[config.mk]
export PLATFORM = sky130hd
export DESIGN_NAME = quick_spi_slave
export DESIGN_NICKNAME = d
export VERILOG_FILES = /design/src/rtl/quick_spi_slave.sv
export SDC_FILE = /design/constraint.sdc
export NUM_CORES = 1
export LEC_CHECK = 0
export ABC_AREA = 1
export BUFFER_PORTS_ARGS = -buffer_cell sky130_fd_sc_hd__buf_2
export CAP_MARGIN = 15
export CELL_PAD_IN_SITES_DETAIL_PLACEMENT = 1
export CELL_PAD_IN_SITES_GLOBAL_PLACEMENT = 2
export CORE_MARGIN = 2
export CORE_UTILIZATION = 39
export CTS_CLUSTER_SIZE = 40
export DETAILED_ROUTE_END_ITERATION = 7
export PLACE_DENSITY_LB_ADDON = 0.3
export SLEW_MARGIN = 10
export SYNTH_ARGS = -nofsm -noshare
export SYNTH_HDL_FRONTEND = slang
export SYNTH_SLANG_ARGS = --single-unit
[constraint.sdc]
create_clock -name clk -period 5.1 [get_ports clk]
set_clock_uncertainty 0.2 [all_clocks]
set_input_delay 0.51 -clock clk [delete_from_list [all_inputs] [get_ports clk]]
set_output_delay 0.51 -clock clk [all_outputs]
set_load 0.02 [all_outputs]
[src/rtl/quick_spi_slave.sv]
// -----------------------------------------------------------------------------
// quick_spi_slave
//
// SPI slave endpoint. sclk, ss_n and mosi are oversampled in the clk domain
// (clk must run at least 8x the sclk frequency). Elements of 1..MAX_ELEMENT_SIZE
// bits are received LSB-first into rx_data and transmitted LSB-first on miso
// from a one-entry tx holding register.
//
// Ports:
//   clk, reset_n       system clock, asynchronous active-low reset
//   sclk, ss_n, mosi   SPI bus inputs (asynchronous to clk)
//   miso, miso_oe      SPI data out and its pad enable (high only in ACTIVE)
//   element_size       bits per element, latched at frame start (0/>max = max)
//   rx_data, rx_valid  received element and its one-cycle strobe
//   tx_data, tx_valid  element to transmit, accepted when tx_ready is high
//   tx_ready           holding register empty
//   tx_underrun        pulse: element started with the holding register empty
//   frame_active       high while a frame is in progress
//   frame_error        pulse: ss_n deasserted in the middle of an element
// -----------------------------------------------------------------------------
module quick_spi_slave #(
    parameter int CPOL             = 0,
    parameter int CPHA             = 0,
    parameter int MAX_ELEMENT_SIZE = 16
) (
    input  logic                        clk,
    input  logic                        reset_n,
    input  logic                        sclk,
    input  logic                        ss_n,
    input  logic                        mosi,
    output logic                        miso,
    output logic                        miso_oe,
    input  logic [4:0]                  element_size,
    output logic [MAX_ELEMENT_SIZE-1:0] rx_data,
    output logic                        rx_valid,
    input  logic [MAX_ELEMENT_SIZE-1:0] tx_data,
    input  logic                        tx_valid,
    output logic                        tx_ready,
    output logic                        tx_underrun,
    output logic                        frame_active,
    output logic                        frame_error
);

    localparam int   W         = MAX_ELEMENT_SIZE;
    localparam int   CW        = $clog2(W + 1);
    localparam logic SCLK_IDLE = (CPOL != 0);

    typedef enum logic [1:0] {
        WAIT_IDLE,
        IDLE,
        ACTIVE
    } state_t;

    function automatic logic [CW-1:0] eff_size(input logic [4:0] es);
        if (es == 5'd0 || int'(es) > W) begin
            return CW'(W);
        end
        return CW'(es);
    endfunction

    // Synchronisers. ss_n resets to 0 so that WAIT_IDLE only leaves once the
    // real pin has been seen high after reset.
    logic sclk_meta_q, sclk_sync_q, sclk_prev_q;
    logic ss_meta_q, ss_sync_q, ss_prev_q;
    logic mosi_meta_q, mosi_sync_q;

    always_ff @(posedge clk or negedge reset_n) begin
        if (!reset_n) begin
            sclk_meta_q <= SCLK_IDLE;
            sclk_sync_q <= SCLK_IDLE;
            sclk_prev_q <= SCLK_IDLE;
            ss_meta_q   <= 1'b0;
            ss_sync_q   <= 1'b0;
            ss_prev_q   <= 1'b0;
            mosi_meta_q <= 1'b0;
            mosi_sync_q <= 1'b0;
        end else begin
            sclk_meta_q <= sclk;
            sclk_sync_q <= sclk_meta_q;
            sclk_prev_q <= sclk_sync_q;
            ss_meta_q   <= ss_n;
            ss_sync_q   <= ss_meta_q;
            ss_prev_q   <= ss_sync_q;
            mosi_meta_q <= mosi;
            mosi_sync_q <= mosi_meta_q;
        end
    end

    logic sclk_rise, sclk_fall, lead_edge, trail_edge, sample_edge, shift_edge;
    logic ss_fall, ss_rise;

    assign sclk_rise   = sclk_sync_q & ~sclk_prev_q;
    assign sclk_fall   = ~sclk_sync_q & sclk_prev_q;
    assign lead_edge   = (CPOL == 0) ? sclk_rise : sclk_fall;
    assign trail_edge  = (CPOL == 0) ? sclk_fall : sclk_rise;
    assign sample_edge = (CPHA == 0) ? lead_edge : trail_edge;
    assign shift_edge  = (CPHA == 0) ? trail_edge : lead_edge;
    assign ss_fall     = ~ss_sync_q & ss_prev_q;
    assign ss_rise     = ss_sync_q & ~ss_prev_q;

    state_t          state_q, state_d;
    logic [CW-1:0]   size_q, size_d;
    logic [CW-1:0]   bit_cnt_q, bit_cnt_d;
    logic [CW-1:0]   tx_cnt_q, tx_cnt_d;
    logic [W-1:0]    rx_shift_q, rx_shift_d;
    logic [W-1:0]    tx_shift_q, tx_shift_d;
    logic [W-1:0]    rx_data_q, rx_data_d;
    logic            rx_valid_q, rx_valid_d;
    logic [W-1:0]    hold_q, hold_d;
    logic            hold_full_q, hold_full_d;
    logic            underrun_q, underrun_d;
    logic            ferr_q, ferr_d;
    logic            first_shift_q, first_shift_d;

    logic [W-1:0]    size_mask;
    logic [W-1:0]    assembled;
    logic [CW-1:0]   bit_cnt_nx;
    logic            consume;

    // Shifting by the full width yields 0, so size==W gives an all-ones mask.
    assign size_mask = ~({W{1'b1}} << size_q);

    always_comb begin
        state_d       = state_q;
        size_d        = size_q;
        bit_cnt_d     = bit_cnt_q;
        tx_cnt_d      = tx_cnt_q;
        rx_shift_d    = rx_shift_q;
        tx_shift_d    = tx_shift_q;
        rx_data_d     = rx_data_q;
        rx_valid_d    = 1'b0;
        hold_d        = hold_q;
        hold_full_d   = hold_full_q;
        underrun_d    = 1'b0;
        ferr_d        = 1'b0;
        first_shift_d = first_shift_q;
        assembled     = rx_shift_q;
        bit_cnt_nx    = bit_cnt_q;
        consume       = 1'b0;

        // Loads are only accepted while empty, so they never collide with a
        // consume of a full register.
        if (tx_valid && !hold_full_q) begin
            hold_d      = tx_data;
            hold_full_d = 1'b1;
        end

        case (state_q)
            WAIT_IDLE: begin
                if (ss_sync_q) begin
                    state_d = IDLE;
                end
            end
            IDLE: begin
                if (ss_fall) begin
                    size_d        = eff_size(element_size);
                    bit_cnt_d     = '0;
                    tx_cnt_d      = '0;
                    rx_shift_d    = '0;
                    first_shift_d = 1'b1;
                    consume       = 1'b1;
                    state_d       = ACTIVE;
                end
            end
            ACTIVE: begin
                if (sample_edge) begin
                    assembled = rx_shift_q | (W'(mosi_sync_q) << bit_cnt_q);
                    if (bit_cnt_q == size_q - 1'b1) begin
                        rx_data_d  = assembled & size_mask;
                        rx_valid_d = 1'b1;
                        rx_shift_d = '0;
                        bit_cnt_nx = '0;
                    end else begin
                        rx_shift_d = assembled;
                        bit_cnt_nx = bit_cnt_q + 1'b1;
                    end
                    bit_cnt_d = bit_cnt_nx;
                end
                // A sample landing in the same cycle as ss_n rising is
                // completed first, so only a genuinely partial element errors.
                if (ss_rise) begin
                    state_d    = IDLE;
                    ferr_d     = (bit_cnt_nx != '0);
                    bit_cnt_d  = '0;
                    rx_shift_d = '0;
                end else if (shift_edge) begin
                    if (CPHA != 0 && first_shift_q) begin
                        // Bit 0 is already on miso from frame start.
                        first_shift_d = 1'b0;
                    end else if (tx_cnt_q == size_q - 1'b1) begin
                        tx_cnt_d = '0;
                        consume  = 1'b1;
                    end else begin
                        tx_shift_d = tx_shift_q >> 1;
                        tx_cnt_d   = tx_cnt_q + 1'b1;
                    end
                end
            end
            default: state_d = WAIT_IDLE;
        endcase

        if (consume) begin
            if (hold_full_q) begin
                tx_shift_d  = hold_q;
                hold_full_d = 1'b0;
            end else begin
                tx_shift_d = '0;
                underrun_d = 1'b1;
            end
        end
    end

    always_ff @(posedge clk or negedge reset_n) begin
        if (!reset_n) begin
            state_q       <= WAIT_IDLE;
            size_q        <= CW'(W);
            bit_cnt_q     <= '0;
            tx_cnt_q      <= '0;
            rx_shift_q    <= '0;
            tx_shift_q    <= '0;
            rx_data_q     <= '0;
            rx_valid_q    <= 1'b0;
            hold_q        <= '0;
            hold_full_q   <= 1'b0;
            underrun_q    <= 1'b0;
            ferr_q        <= 1'b0;
            first_shift_q <= 1'b0;
        end else begin
            state_q       <= state_d;
            size_q        <= size_d;
            bit_cnt_q     <= bit_cnt_d;
            tx_cnt_q      <= tx_cnt_d;
            rx_shift_q    <= rx_shift_d;
            tx_shift_q    <= tx_shift_d;
            rx_data_q     <= rx_data_d;
            rx_valid_q    <= rx_valid_d;
            hold_q        <= hold_d;
            hold_full_q   <= hold_full_d;
            underrun_q    <= underrun_d;
            ferr_q        <= ferr_d;
            first_shift_q <= first_shift_d;
        end
    end

    assign frame_active = (state_q == ACTIVE);
    assign miso_oe      = frame_active;
    assign miso         = frame_active & tx_shift_q[0];
    assign rx_data      = rx_data_q;
    assign rx_valid     = rx_valid_q;
    assign tx_ready     = ~hold_full_q;
    assign tx_underrun  = underrun_q;
    assign frame_error  = ferr_q;

endmodule

Word-level counts from Yosys, hierarchy flattened
Cells that the tools add are included.
- input port bits: 27
- register bits: 93
- word-level logic and storage cells: 112
- output and inout port bits: 23
- bitwise logic cells: 13
- order comparisons: 1
- shift-type cells: 2
- eq/ne operators: 12
- add/sub/neg operators: 3
- reductions and logical operators: 16
- mux-type cells: 45
- operators by type and width (kind ; number):
    $mux 16 ; 10
    $mux 5 ; 10
    $pmux 16 s2 ; 1
    $pmux 5 s2 ; 2
    $mux 1 ; 17
    $and 16x16->16 ; 1
    $not 16->16 ; 1
    $or 16x16->16 ; 1
    $shl 1x5->16 ; 1
    $shl 16x5->16 const A ; 1
    $add 5x1->5 const B ; 2
    $eq 5x5->1 ; 2
    $reduce_and 3->1 ; 3
    $ne 2x2->1 const B ; 4
    $reduce_and 4->1 ; 2
    $mux 2 ; 3
    $ne 2x1->1 const B ; 3
    $pmux 2 s3 ; 1
    $reduce_bool 2->1 ; 3
    $and 1x1->1 ; 5
    $gt 5x5->1 const B ; 1
    $logic_not 5->1 ; 1
    $not 1->1 ; 5
    $reduce_bool 5->1 ; 1
    10 further kinds ; 11

Logic depth before layout (Yosys ltp)
- depth in word-level cells: 8
- mapped depth: 16
- depth with buffers taken out: 16

Worst setup path after synthesis
No wires, ideal clock.
- path type: register to register
- from: register state_q[0]
- to: register rx_shift_q[11]
- required time: 4.774 ns
- arrival time: 1.945 ns
- setup slack: 2.829 ns
- setup time: 0.126 ns
- buffers on the path: 1
- cell stages (with the launch flop): 11
- cell sequence: dfrtp_1 inv_1 ha_1 inv_2 nor2_1 inv_2 o211ai_2 nor2_1 nand2_1 buf_2 a21oi_1
- cells in the longest elaborated chain, start to end: 3
- elaborated cells on any way between the ends: 7
- ends and longest elaborated chain (element ; RTL line ; source):
    from (decl) ; 101 ; state_t state_q, state_d;
    from (signal assigned) ; 229 ; state_q <= state_d;
    $eq 2x2->1 (*) ; - ;
    via frame_active ; 40 ; output logic frame_active,
    $ne 3x1->1 (no source line) / $reduce_bool 2->1 (equally long branches) ; - ;
    $reduce_and 3->1 (no source line) ; - ;
    to (signal assigned) ; 233 ; rx_shift_q <= rx_shift_d;
    to (decl) ; 105 ; logic [W-1:0] rx_shift_q, rx_shift_d;
Mark *: on every way through the listed nets, which the timed path passes. The rest lies on a longest branch.
A chain may end at the register's enable or synchronous reset.

Worst setup path after layout
- from: register state_q[0]
- to: register rx_shift_q[1]
- cells in the longest elaborated chain, start to end: 3
- elaborated cells on any way between the ends: 7
- ends and longest elaborated chain (element ; RTL line ; source):
    $eq 2x2->1 / $eq 2x1->1 (equally long branches) ; 148 ; case (state_q)
    $ne 3x1->1 (no source line) (tied with other cells) ; - ;
    $reduce_and 3->1 (no source line) ; - ;
Several ways; a longest one is shown, not always the timed one.

==> results.md <==
- Largest net degree at the start of global routing: 82
- Nets@finish: between 500 and 600
- Synth top area share: around 51%
- Setup TNS: 0 ps
- Drt pass-1 iters: 4
- Switching part of the total: 37.52%
- CP max stage delay: approximately 580 ps
- Combinational fraction of design power: roughly a third
- Setup violators final: 0
- Syn Std Cell Area: 0.004544 mm^2
- Worst Setup End Kind: flip-flop
- Die H: 111.9 um
- # IOs: 50
- Cell Pwr Density: about 490 mW/mm^2
- Final Cell Area: 0.005184 mm^2
- Ys flop type: dfrtp_1
- VDD IR max: 0.3001 mV
- Yosys warns: 0
- Flop pwr share: slightly above 40%
- Fill count: 1365
- Layout Cells excl Fill: 693
- Buf/Inv on CP: 3
- Post-synth cell types: 42
- IO buf count: 49
- H-tree depth: 3
- Flop-to-flop setup slack: approximately 2200 ps
- CTS root buffer: clkbuf_16
- Fraction of layout cells with a size suffix above 1: 18.73%
- Starting Density: 39.80%
- GRT overflow: 0
- Reg clk slew, reported paths: 60 ps
- CP Class: flip-flop to flip-flop
- F_max: about 340 MHz
- Final Util: between 40% and 50%
- CP Data Arrival Time: 2930 ps
- Total CTS buffers: 9
- Mux contribution to synthesized area: 3.965%
- Relative slew slack: 28.62%
- Place WS: ~2100 ps
- TritonCTS Sinks: 93
- Core ar.: 0.01142 mm^2
- Yosys top cell by area: dfrtp_1
- Post-synthesis sequential area ratio: 51.24%
- Dpl cells: 676
- Synth Area in Simple Gates: 23.18%
- Count leader, synth: nand2_1
- Status: complete, no violations
- GRT Total Usage: approximately a fifth
- Wire length of the first global-routing pass: between 15 and 20 mm
- Multi-input gate area: 0.001937 mm^2
- Max Slew Vio Count: 0
- Slew at the pin closest to its max-slew limit: 1071 ps
- Antenna Violating Nets Remaining: 0
- Hold Crit Class: input pin to flip-flop
- Cell Area, Placed: 0.004868 mm^2
- Tot Pwr: 2.552 mW
- Max Cap Viol: 0
- CP cell instances: inv_1 > ha_1 > inv_2 > nor2_1 > inv_2 > o211ai_2 > nor2_1 > nand2_1 > a21boi_0
- Via total after detailed routing: 3519
- Critical Path RT: around 5100 ps
- Static leakage: 2.619 nW
- Ant. Diodes: 0
- Die width: between 100 and 150 um
- Crit path time final: 2930 ps
- Worst skew pair latency: 360 ps
- Fin crit share: 57.45%
- Die area: 0.01253 mm^2
- Commonest cells post-synth: nand2_1 (111), dfrtp_1 (92), nand3_1 (67)
- Clock buffer depth: 2
- Largest family of logic cells by synthesized area: simple AND/OR/NAND/NOR gates
- DR vias/cell: ~5.1
- Post-synth EDFFs: 0
- Overall routed net length: roughly 11 mm
- RSZ-0062 raised after global routing: no
- CTS tree: done
- DPL Wire Length: 8.154 mm
- Wire per inst: 16.13 um
- Setup slack after layout: 2170 ps
- Slowest CP cell: o211ai_2
- Syn Nets: 536
- Synthesized netlist cell count: 498
- DRC Markers: 0
- Syn avg cell area: 9.125 um^2
- Initial drt markers: 157
- Post-synthesis adder-cell area fraction: 3.029%
- Post-synthesis compound-gate area fraction: about a tenth
- Clock power share: 27.1%
- Register area: 0.002328 mm^2
- Final Wtd Congestion: between 0.8 and 0.9
- Vias in the first global route: 3715
- Async S/R FF share, synth: between 90% and 100%
- Area Overhead vs Synth: 14.07%
- Critical Path Fanout Max: 17
- Net switching power: 957.6 uW
- Synth area leaders: dfrtp_1 (51%), nand2_1 (9.2%), nand3_1 (7.4%)
- Xor/xnor share of the synthesized area: 1.927%
- Pint: 1.594 mW
- FF+latch count, synth: 93
- Row Count: 39
- Initial antenna violation count: 0
- Hold Vio Cnt, Final: 0
- Critical Path Source Type: flip-flop
- CP delay by family, top: compound AO/OA/AOI/OAI gates
- WHS: around 61 ps
[layout by cell type (no fill, tap or decap), types with 3 or more instances in the layout]
cell	count
ha_1	11
a21oi_1	22
mux2_2	16
inv_6	3
buf_2	48
o21ai_1	10
a21o_1	5
dfrtp_1	92
nand2_1	111
xor2_1	10
nand4_1	4
o31ai_1	4
a21boi_0	6
o21bai_1	7
nand3_1	67
clkbuf_16	9
nor3_1	6
inv_2	4
nor2_1	25
inv_1	40
o21ai_0	19
[routing by layer]
metal	share of wire [%]	routed length [um]	GRT usage, %
met3	2.8	308	5.117
met4	1.5	166	5.691
met1	46	5188	24.61
met5	0	0	0
met2	49	5514	32.36
[timing repair]
| action | in CTS | in global routing |
|---|---|---|
| setup endpoints to repair | 0 | 0 |
| hold endpoints to repair | 12 | 0 |
| resized for setup | 0 | 0 |
| setup buffers | 0 | 0 |
| hold buffers | 1 | 0 |
[flip-flops by register name, summed over array words and instances, names as in the netlist, 2 cells and up]
register and cells:
bit_cnt_q 5, tx_cnt_q 5, tx_shift_q 16, rx_data 16
rx_shift_q 16, size_q 5, state_q 2, hold_q 16
[final cells by class]
type,count,area share (%)
clock buffers,10,4.610
inverters,45,3.259
clock inverters,6,1.279
flip-flops and latches,93,44.92
multi-input cells,345,37.36
repair buffers,51,5.117
well taps,143,3.452
[power groups by stage]
stage / clock, mW / combinational, mW / sequential (mW)
finish: 0.691 / 0.811 / 1.05
global route: 0.739 / 0.928 / 1.08
CTS: 0.714 / 0.825 / 1.05
detailed placement: 0 / 0.818 / 1.06
global placement: 0 / 0.790 / 1.06
floorplan: 0 / 0.644 / 1.02
[kinds of logic after synthesis]
group | count (synthesis)
compound gates | 80
buf+inv | 60
mux | 16
simple gates | 228
fa+ha+maj | 11
flops | 93
xor+xnor | 10
[worst paths after layout]
check                      depth (start not counted)       start       endpoint
setup / recovery                                   9  state_q[0]  rx_shift_q[1]
hold / removal                                     1        ss_n      ss_meta_q
setup reg to reg                                   9  state_q[0]  rx_shift_q[1]
hold reg to reg                                    0   ss_meta_q      ss_sync_q
max in group asynchronous                          3     reset_n     rx_data[0]
min in group asynchronous                          2     reset_n    frame_error
(Power assumes the default switching activity.)
